--- src/rtl/vr_log_reader_pkg.sv ---
// Shared VR definitions: entry size, reader state encoding and the 32-bit size type.
package vr_log_reader_pkg;

   localparam int unsigned ENTRY_BYTES = 64;
   localparam int unsigned ENTRY_SHIFT = $clog2(ENTRY_BYTES);

   typedef logic [31:0] size_t;

   typedef enum logic [1:0] {
      IDLE     = 2'd0,
      SIZE_OUT = 2'd1,
      STREAM   = 2'd2
   } state_t;

   function automatic size_t count_to_bytes(input logic [15:0] count);
      return size_t'(count) << ENTRY_SHIFT;
   endfunction

endpackage

--- src/rtl/vr_log_reader_fifo.sv ---
// Two-entry skid FIFO between the log RAM responses and the beat output.
module vr_log_reader_fifo #(
   parameter int WIDTH = 512
) (
   input  logic             clk,
   input  logic             rst,
   input  logic             push,
   input  logic [WIDTH-1:0] push_data,
   input  logic             pop,
   output logic [WIDTH-1:0] head,
   output logic             empty,
   output logic [1:0]       count
);

   logic [WIDTH-1:0] mem [2];
   logic             wr_ptr;
   logic             rd_ptr;
   logic             full;
   logic             do_push;
   logic             do_pop;

   assign empty   = (count == 2'd0);
   assign full    = (count == 2'd2);
   assign do_pop  = pop && !empty;
   // A push into a full FIFO is legal only when the head leaves in the same cycle.
   assign do_push = push && (!full || do_pop);
   assign head    = mem[rd_ptr];

   always_ff @(posedge clk) begin
      if (rst) begin
         wr_ptr <= 1'b0;
         rd_ptr <= 1'b0;
         count  <= 2'd0;
      end else begin
         if (do_push) wr_ptr <= ~wr_ptr;
         if (do_pop)  rd_ptr <= ~rd_ptr;
         count <= count + {1'b0, do_push} - {1'b0, do_pop};
      end
   end

   always_ff @(posedge clk) begin
      if (do_push) mem[wr_ptr] <= push_data;
   end

endmodule

--- src/rtl/vr_log_reader.sv ---
// Log reader: reports request size, then streams log entries via a 2-deep credit-limited FIFO.
//   state    | meaning
//   IDLE     | waiting for a read request (req_rdy high)
//   SIZE_OUT | presenting size_bytes until size_rdy
//   STREAM   | issuing log RAM reads and emitting entry beats until the last one
module vr_log_reader
   import vr_log_reader_pkg::*;
#(
   parameter int LOG_IDX_W = 10,
   parameter int ENTRY_W   = 512
) (
   input  logic                 clk,
   input  logic                 rst,
   input  logic                 req_val,
   input  logic [LOG_IDX_W-1:0] req_start_idx,
   input  logic [15:0]          req_count,
   output logic                 req_rdy,
   output logic                 size_val,
   output size_t                size_bytes,
   input  logic                 size_rdy,
   output logic                 log_rd_req_val,
   output logic [LOG_IDX_W-1:0] log_rd_req_addr,
   input  logic                 log_rd_req_rdy,
   input  logic                 log_rd_resp_val,
   input  logic [ENTRY_W-1:0]   log_rd_resp_data,
   output logic                 data_val,
   output logic [ENTRY_W-1:0]   data,
   output logic                 data_last,
   input  logic                 data_rdy
);

   state_t               state, state_nxt;
   logic [LOG_IDX_W-1:0] rd_addr;
   logic [15:0]          count_q;
   logic [15:0]          reads_left;
   logic [15:0]          beats_done;
   logic [1:0]           in_flight;
   size_t                size_q;

   logic                 fifo_empty;
   logic [1:0]           fifo_cnt;
   logic [ENTRY_W-1:0]   fifo_head;

   logic                 streaming;
   logic                 resp_push;
   logic                 beat_pop;
   logic                 rd_fire;
   logic                 last_beat;
   logic [2:0]           committed;

   assign streaming = (state == STREAM);
   assign resp_push = streaming && log_rd_resp_val;
   assign beat_pop  = data_val && data_rdy;
   assign rd_fire   = log_rd_req_val && log_rd_req_rdy;
   assign last_beat = ((beats_done + 16'd1) == count_q);
   // Slots promised to reads: a beat leaving this cycle frees its slot at once,
   // which keeps one read per cycle flowing while data_rdy stays high.
   assign committed = {1'b0, in_flight} + {1'b0, fifo_cnt} - {2'b00, beat_pop};

   assign size_bytes      = size_q;
   assign log_rd_req_addr = rd_addr;
   assign data            = fifo_head;

   always_ff @(posedge clk) begin
      if (rst) state <= IDLE;
      else     state <= state_nxt;
   end

   always_comb begin
      state_nxt = state;
      case (state)
         IDLE:     if (req_val) state_nxt = SIZE_OUT;
         SIZE_OUT: if (size_rdy) state_nxt = (count_q != 16'd0) ? STREAM : IDLE;
         STREAM:   if (beat_pop && data_last) state_nxt = IDLE;
         default:  state_nxt = IDLE;
      endcase
   end

   always_comb begin
      req_rdy        = 1'b0;
      size_val       = 1'b0;
      log_rd_req_val = 1'b0;
      data_val       = 1'b0;
      data_last      = 1'b0;
      if (!rst) begin
         req_rdy        = (state == IDLE);
         size_val       = (state == SIZE_OUT);
         log_rd_req_val = streaming && (reads_left != 16'd0) && (committed < 3'd2);
         data_val       = streaming && !fifo_empty;
         data_last      = streaming && !fifo_empty && last_beat;
      end
   end

   always_ff @(posedge clk) begin
      if (rst) begin
         rd_addr    <= '0;
         count_q    <= 16'd0;
         reads_left <= 16'd0;
         beats_done <= 16'd0;
         in_flight  <= 2'd0;
         size_q     <= '0;
      end else if (state == IDLE && req_val) begin
         rd_addr    <= req_start_idx;
         count_q    <= req_count;
         reads_left <= req_count;
         beats_done <= 16'd0;
         in_flight  <= 2'd0;
         size_q     <= count_to_bytes(req_count);
      end else begin
         if (rd_fire) begin
            rd_addr    <= rd_addr + 1'b1;
            reads_left <= reads_left - 16'd1;
         end
         in_flight <= in_flight + {1'b0, rd_fire} - {1'b0, resp_push};
         if (beat_pop) beats_done <= beats_done + 16'd1;
      end
   end

   vr_log_reader_fifo #(
      .WIDTH (ENTRY_W)
   ) u_fifo (
      .clk       (clk),
      .rst       (rst),
      .push      (resp_push),
      .push_data (log_rd_resp_data),
      .pop       (beat_pop),
      .head      (fifo_head),
      .empty     (fifo_empty),
      .count     (fifo_cnt)
   );

endmodule

--- config.mk ---
export PLATFORM = sky130hd
export DESIGN_NAME = vr_log_reader
export DESIGN_NICKNAME = d
export VERILOG_FILES = /design/src/rtl/vr_log_reader_pkg.sv /design/src/rtl/vr_log_reader_fifo.sv /design/src/rtl/vr_log_reader.sv
export SDC_FILE = /design/constraint.sdc
export NUM_CORES = 1
export LEC_CHECK = 0
export CAP_MARGIN = 40
export CORE_AREA = 2 2 432 434
export CTS_BUF_LIST = sky130_fd_sc_hd__clkbuf_4
export DETAILED_ROUTE_END_ITERATION = 7
export DIE_AREA = 0 0 434 436
export PLACE_DENSITY = 0.43
export SLEW_MARGIN = 30
export SYNTH_ARGS = -nofsm -noshare
export SYNTH_HDL_FRONTEND = slang
export SYNTH_SLANG_ARGS = --single-unit
--- constraint.sdc ---
create_clock -name clk -period 40.1 [get_ports clk]
set_clock_uncertainty 0.2 [all_clocks]
set_input_delay 6.015 -clock clk [delete_from_list [all_inputs] [get_ports clk]]
set_output_delay 6.015 -clock clk [all_outputs]
set_load 0.02 [all_outputs]
Word level (Yosys, flattened, before mapping):

Memory sizes are Yosys's and may differ from the RTL's. A register that Yosys moved wholly into a read port is not among the register bits.
Cells that the tools add are included.

* $add $sub $neg: 9
* $lt $le $gt $ge: 1
* eq/ne operators: 7
* multiplexer cells: 18
* bitwise operators: 2
* reductions and logical operators: 21

Operators with widths (count)
* 16-bit 2-to-1 mux: 2
* 16-bit nonzero test: 2
* 10-bit 2-to-1 mux: 2
* 16-bit by 1-bit adder with 16-bit output (second input constant): 1
* 16-bit == test: 1
* 16-bit by 1-bit subtractor with 16-bit output (second input constant): 1
* 1-bit logical AND: 11
* 10-bit by 1-bit adder with 10-bit output (second input constant): 1
* 1-bit 2-to-1 mux: 9
* 2-bit 2-to-1 mux: 4
* 2-bit case mux with 3 select lines: 1
* 2-bit by 1-bit adder with 2-bit output: 2
* 2-bit == test (second input constant): 2
* 2-bit zero test: 2
* 2-bit != test (second input constant): 2
* 2-bit by 1-bit subtractor with 2-bit output: 2
* 2-bit by 2-bit adder with 3-bit output: 1
* 3-bit by 2-bit < comparator with 1-bit output (second input constant): 1
* 3-bit AND reduction: 1
* 3-bit by 1-bit subtractor with 3-bit output: 1
* 2-bit by 1-bit == test with 1-bit output (second input constant): 1
* 1-bit zero test: 2
* 2-bit by 1-bit != test with 1-bit output (second input constant): 1
* 1-bit NOT: 2
* other kinds (3): 3

* register bits: 66
* RAM bits: 1024
* bits of input ports: 545
* output and inout port bits: 559
* memories: 1

Memory list
* u_fifo.mem: words 2, width 512, read ports 1, clocked after memory_dff 1, write ports 1, line vr_log_reader_fifo.sv:15 `logic [WIDTH-1:0] mem [2];`

Depth between registers and ports, before layout:

* word-level depth: 12
* depth in mapped cells: 19

Modules after synthesis:

A second synthesis with hierarchy kept.

* cells, all modules: 2069
* area, all modules: 43165.1 um^2

By module, submodules not included
* vr_log_reader_fifo: times used 1, cells each 1624, area each 39628.0 um^2
* vr_log_reader: times used 1, cells each 445, area each 3537.1 um^2

Worst setup path after synthesis:

No wires, ideal clock.

* kind: input port to flip-flop
* start: input rst
* end: memory u_fifo.mem[0][0], enable pin
* arrival time: 29.823 ns
* slack: 8.616 ns
* stages on the path: 8
* cell sequence: clkbuf_1 nor3b_1 a21boi_1 nand2_1 clkbuf_1 clkinv_1 o31a_1 nor2b_1

* word-level cells in the longest chain between the ends: 7

Ends and longest elaborated chain
* start, declared: line vr_log_reader.sv:13 `input logic rst,`
* 1-bit 2-to-1 mux: line vr_log_reader.sv:85 `if (!rst) begin`
* via data_val: line vr_log_reader.sv:26 `output logic data_val,`
* 1-bit logical AND: line vr_log_reader.sv:53 `assign beat_pop = data_val && data_rdy;`
* via beat_pop: line vr_log_reader.sv:46 `logic beat_pop;`
* 1-bit logical AND: line vr_log_reader_fifo.sv:24 `assign do_pop = pop && !empty;`
* 1-bit logical OR: line vr_log_reader_fifo.sv:26 `assign do_push = push && (!full || do_pop);`
* 1-bit logical AND: line vr_log_reader_fifo.sv:26
* via u_fifo.do_push: line vr_log_reader_fifo.sv:19 `logic do_push;`
* 1-bit 2-to-1 mux: line vr_log_reader_fifo.sv:42 `if (do_push) mem[wr_ptr] <= push_data;`
* 1-bit 2-to-1 mux (not written as such): line vr_log_reader_fifo.sv:42
* end, declared: line vr_log_reader_fifo.sv:15

The timed path passes the listed nets, and every way through them passes these cells.

Worst setup path in the final report:

* start: input rst
* end: output log_rd_req_val

* word-level cells in the longest chain between the ends: 6

Ends and longest elaborated chain
* 1-bit 2-to-1 mux: line vr_log_reader.sv:85
* 1-bit logical AND: line vr_log_reader.sv:53
* via beat_pop: line vr_log_reader.sv:46
* 3-bit by 1-bit subtractor with 3-bit output: line vr_log_reader.sv:58 `assign committed = {1'b0, in_flight} + {1'b0, fifo_cnt} - {2'b00, beat_pop};`
* 3-bit by 2-bit < comparator with 1-bit output: line vr_log_reader.sv:88 `log_rd_req_val = streaming && (reads_left != 16'd0) && (committed < 3'd2);`
* 1-bit logical AND: line vr_log_reader.sv:88
* 1-bit 2-to-1 mux: line vr_log_reader.sv:85
* end, declared: line vr_log_reader.sv:21 `output logic log_rd_req_val,`

The timed path passes the listed nets, and every way through them passes these cells.

==> qor.yml <==
status:
  status: "complete, no violations"
worst_setup_path:
  crit_family: "buffers and inverters"
  crit_arrival_ns: 9.79
  path_cells: "buf_2, buf_4, nor3b_1, a21boi_1, nand2_1, clkinv_1, ha_1, nand2b_1, fa_1, xor2_1, and3_2, o21a_1, clkdlybuf4s50_1"
  path_buf_inv: 4
  cp-start-kind: "input port"
  ff2ff_path_depth: 12
  crit_slowest_cell: "clkdlybuf4s50_1"
  cpPeakStageDelay_ns: 0.62
  r2r_end: "u_fifo.mem[1][509]"
  startpoint: "rst"
  cp.required_ns: 33.88
  cp-end-kind: "output pin"
  rrSetupSlack_ns: 33.92
  timing.rr.start: "state[1]"
  crit_type: "in2out"
  crit_fanout: 52
drt:
  via_count: 24300
  drt-wirelength-per-cell_um: 22.3
  dr.pass1.iters: 5
  wl_um: 137000
  wl_met1_um: 49300
  ant_nets: 0
  wl_met3_um: 12600
  drc_errors: 0
  drt_iter0_drc: 1073
  route.met2.wl_um: 71000
  top_layer_used: "met5"
  vias_per_cell: 3.94
clock_tree:
  cts_hold_buf: 0
  cts_buffers: 330
  cts_tree: "done"
  path_clk_slew_ns: 0.06
  clock_path_buffers: 4
  cts_root_buf: "clkbuf_4"
  ctsResizeCount: 0
  cts.sinks: 1091
  cts_setup_buffers: 0
  htree_num_levels: 5
  insertion_delay_ns: 1.27
yosys:
  synth_edf_count: 1024
  synth.avg_cell_area_um2: 19.6
  netlist_top_cells_area: "edfxtp_1, mux2_2, dfxtp_1"
  ys_warn_count: 0
  syn_area_mm2: 0.0406
  synth_common_cells: "edfxtp_1, mux2_2, clkbuf_1"
  async_reset_ff_frac: 0
  yosysSeqAreaShare: 0.791
  yosysTopAreaCellShare: 0.758
  yosys.cell_types.count: 65
  synthFlopType: "edfxtp_1"
  synthCells: 2073
  yosysTopAreaCell: "edfxtp_1"
  yosysMostFrequentCell: "edfxtp_1"
  ys_ff_latch: 1091
die:
  die_height_um: 436
  die_x_um: 434
  pin_count: 1104
  start_util: 0.220
  fp-row-count: 158
  core_mm2: 0.185
  dieArea_mm2: 0.189
sta:
  period_share: 0.399
  slew_viol_final: 0
  tns_ns: 0
  fin_hold_ws_ns: 0.292
  rsz0062_at_grt: "no"
  hold_viol: 0
  finalCriticalPeriod_ns: 16.00
  fin_ws_ns: 24.10
  worst_pin_slew_ns: 0.778
  setup_viol: 0
  maxSlewHeadroom: 0.482
  max_freq_ghz: 0.0625
power:
  p_leak_nw: 19.2
  power_density_mw_per_mm2: 45.1
  totalPowerFinal_mw: 2.65
  vdd_drop_max_uv: 23.5
min_path:
  min-delay-path-class: "reg2reg"
  hold_depth: 2
  hp-start: "beats_done[1]"
  hold_path_end: "beats_done[1]"
grt:
  overflow: 0
  grt_max_degree: 68
  grt_usage: 0.142
  antenna_found_initial: 55
  grt_pass1_wl_um: 189000
  first_global_vias: 25700
placement:
  placed_cells: 5601
  placed_area_mm2: 0.0548
  port_buffers: 1087
  dp_hpwl_um: 99500
  gp_congestion: 0.791
  dp_slack_ns: 24.08
final_layout:
  drive_above_1_share: 0.291
  utilization: 0.318
  finalNetCount: 4011
  stdcell_area_mm2: 0.0587
  syn2layout_area_growth_pct: 44.7
  final_cells: 6154
run:
  cap_viol_max_count: 0
-- final cells by class --
class,instances,area (µm²)
flip-flops and latches,1091,32100
well taps,2480,3100
fillers,18500,126000
inverters,16,60.1
repair buffers,1137,11600
clock inverters,47,220
clock buffers,478,3590
multi-input cells,880,8050
diodes,25,62.6
-- sequential cells by signal (all words and copies together) (netlist names), named ones only --
signal,flops
log_rd_req_addr,10
count_q,16
u_fifo.wr_ptr,1
state,2
u_fifo.rd_ptr,1
reads_left,16
beats_done,16
in_flight,2
u_fifo.count,2
u_fifo.mem,1024
-- worst max-delay path by stage --
stage,to,cells after the start
finish,log_rd_req_val,13
detailed placement,log_rd_req_val,13
global placement,log_rd_req_val,13
global route,log_rd_req_val,13
CTS,log_rd_req_val,13
floorplan,u_fifo.mem[0][0],8
-- routing by layer --
metal | track usage | vias up
li1 | - | 11100
met1 | 0.144 | 11900
met2 | 0.246 | 910
met3 | 0.0691 | 295
met4 | 0.0570 | 46
met5 | 0 | -
-- report_power, final --
part | leakage [nW] | internal [mW] | switching (mW)
Combinational | 7.15 | 0.152 | 0.162
Clock | 2.30 | 0.544 | 0.468
Sequential | 9.79 | 1.30 | 0.0176
Total | 19.2 | 2.00 | 0.648
-- cell usage in the layout, fill, tap and decap left out, drive strengths merged, types with 2 or more instances in the layout --
cell / n
a31oi: 2
dfxtp: 67
nand4: 11
clkdlybuf4s50: 1086
nor2: 47
nand4b: 2
xor2: 28
a311oi: 5
mux2: 513
o21ai: 18
xnor2: 24
nor3b: 4
a21oi: 32
clkbuf: 479
a211oi: 17
conb: 16
nand3: 12
nor3: 9
o211ai: 2
nand2b: 4
a211o: 3
or3: 13
and2: 4
nand3b: 3
ha: 9
nor4: 13
edfxtp: 1024
buf: 50
or4: 3
diode: 25
and3: 2
clkinv: 44
nor2b: 6
nand2: 57
inv: 17
-- cells by family after synthesis --
group | synth area share
flip-flops | 0.791
multiplexers | 0.143
AND/OR/NAND/NOR | 0.0245
buffers and inverters | 0.0126
AO/OA/AOI/OAI | 0.0151
XOR/XNOR | 0.0112
adder cells (fa/ha/maj) | 0.00327
other | 0.0000924
-- worst min-delay path: cells and delay by family, from the launching register on --
kind,cells,cell delay [ns]
DFF,1,0.33
and+or+nand+nor,1,0.06
AOI/OAI and AO/OA,1,0.06
No activity file was read; power rests on OpenSTA's default activity.
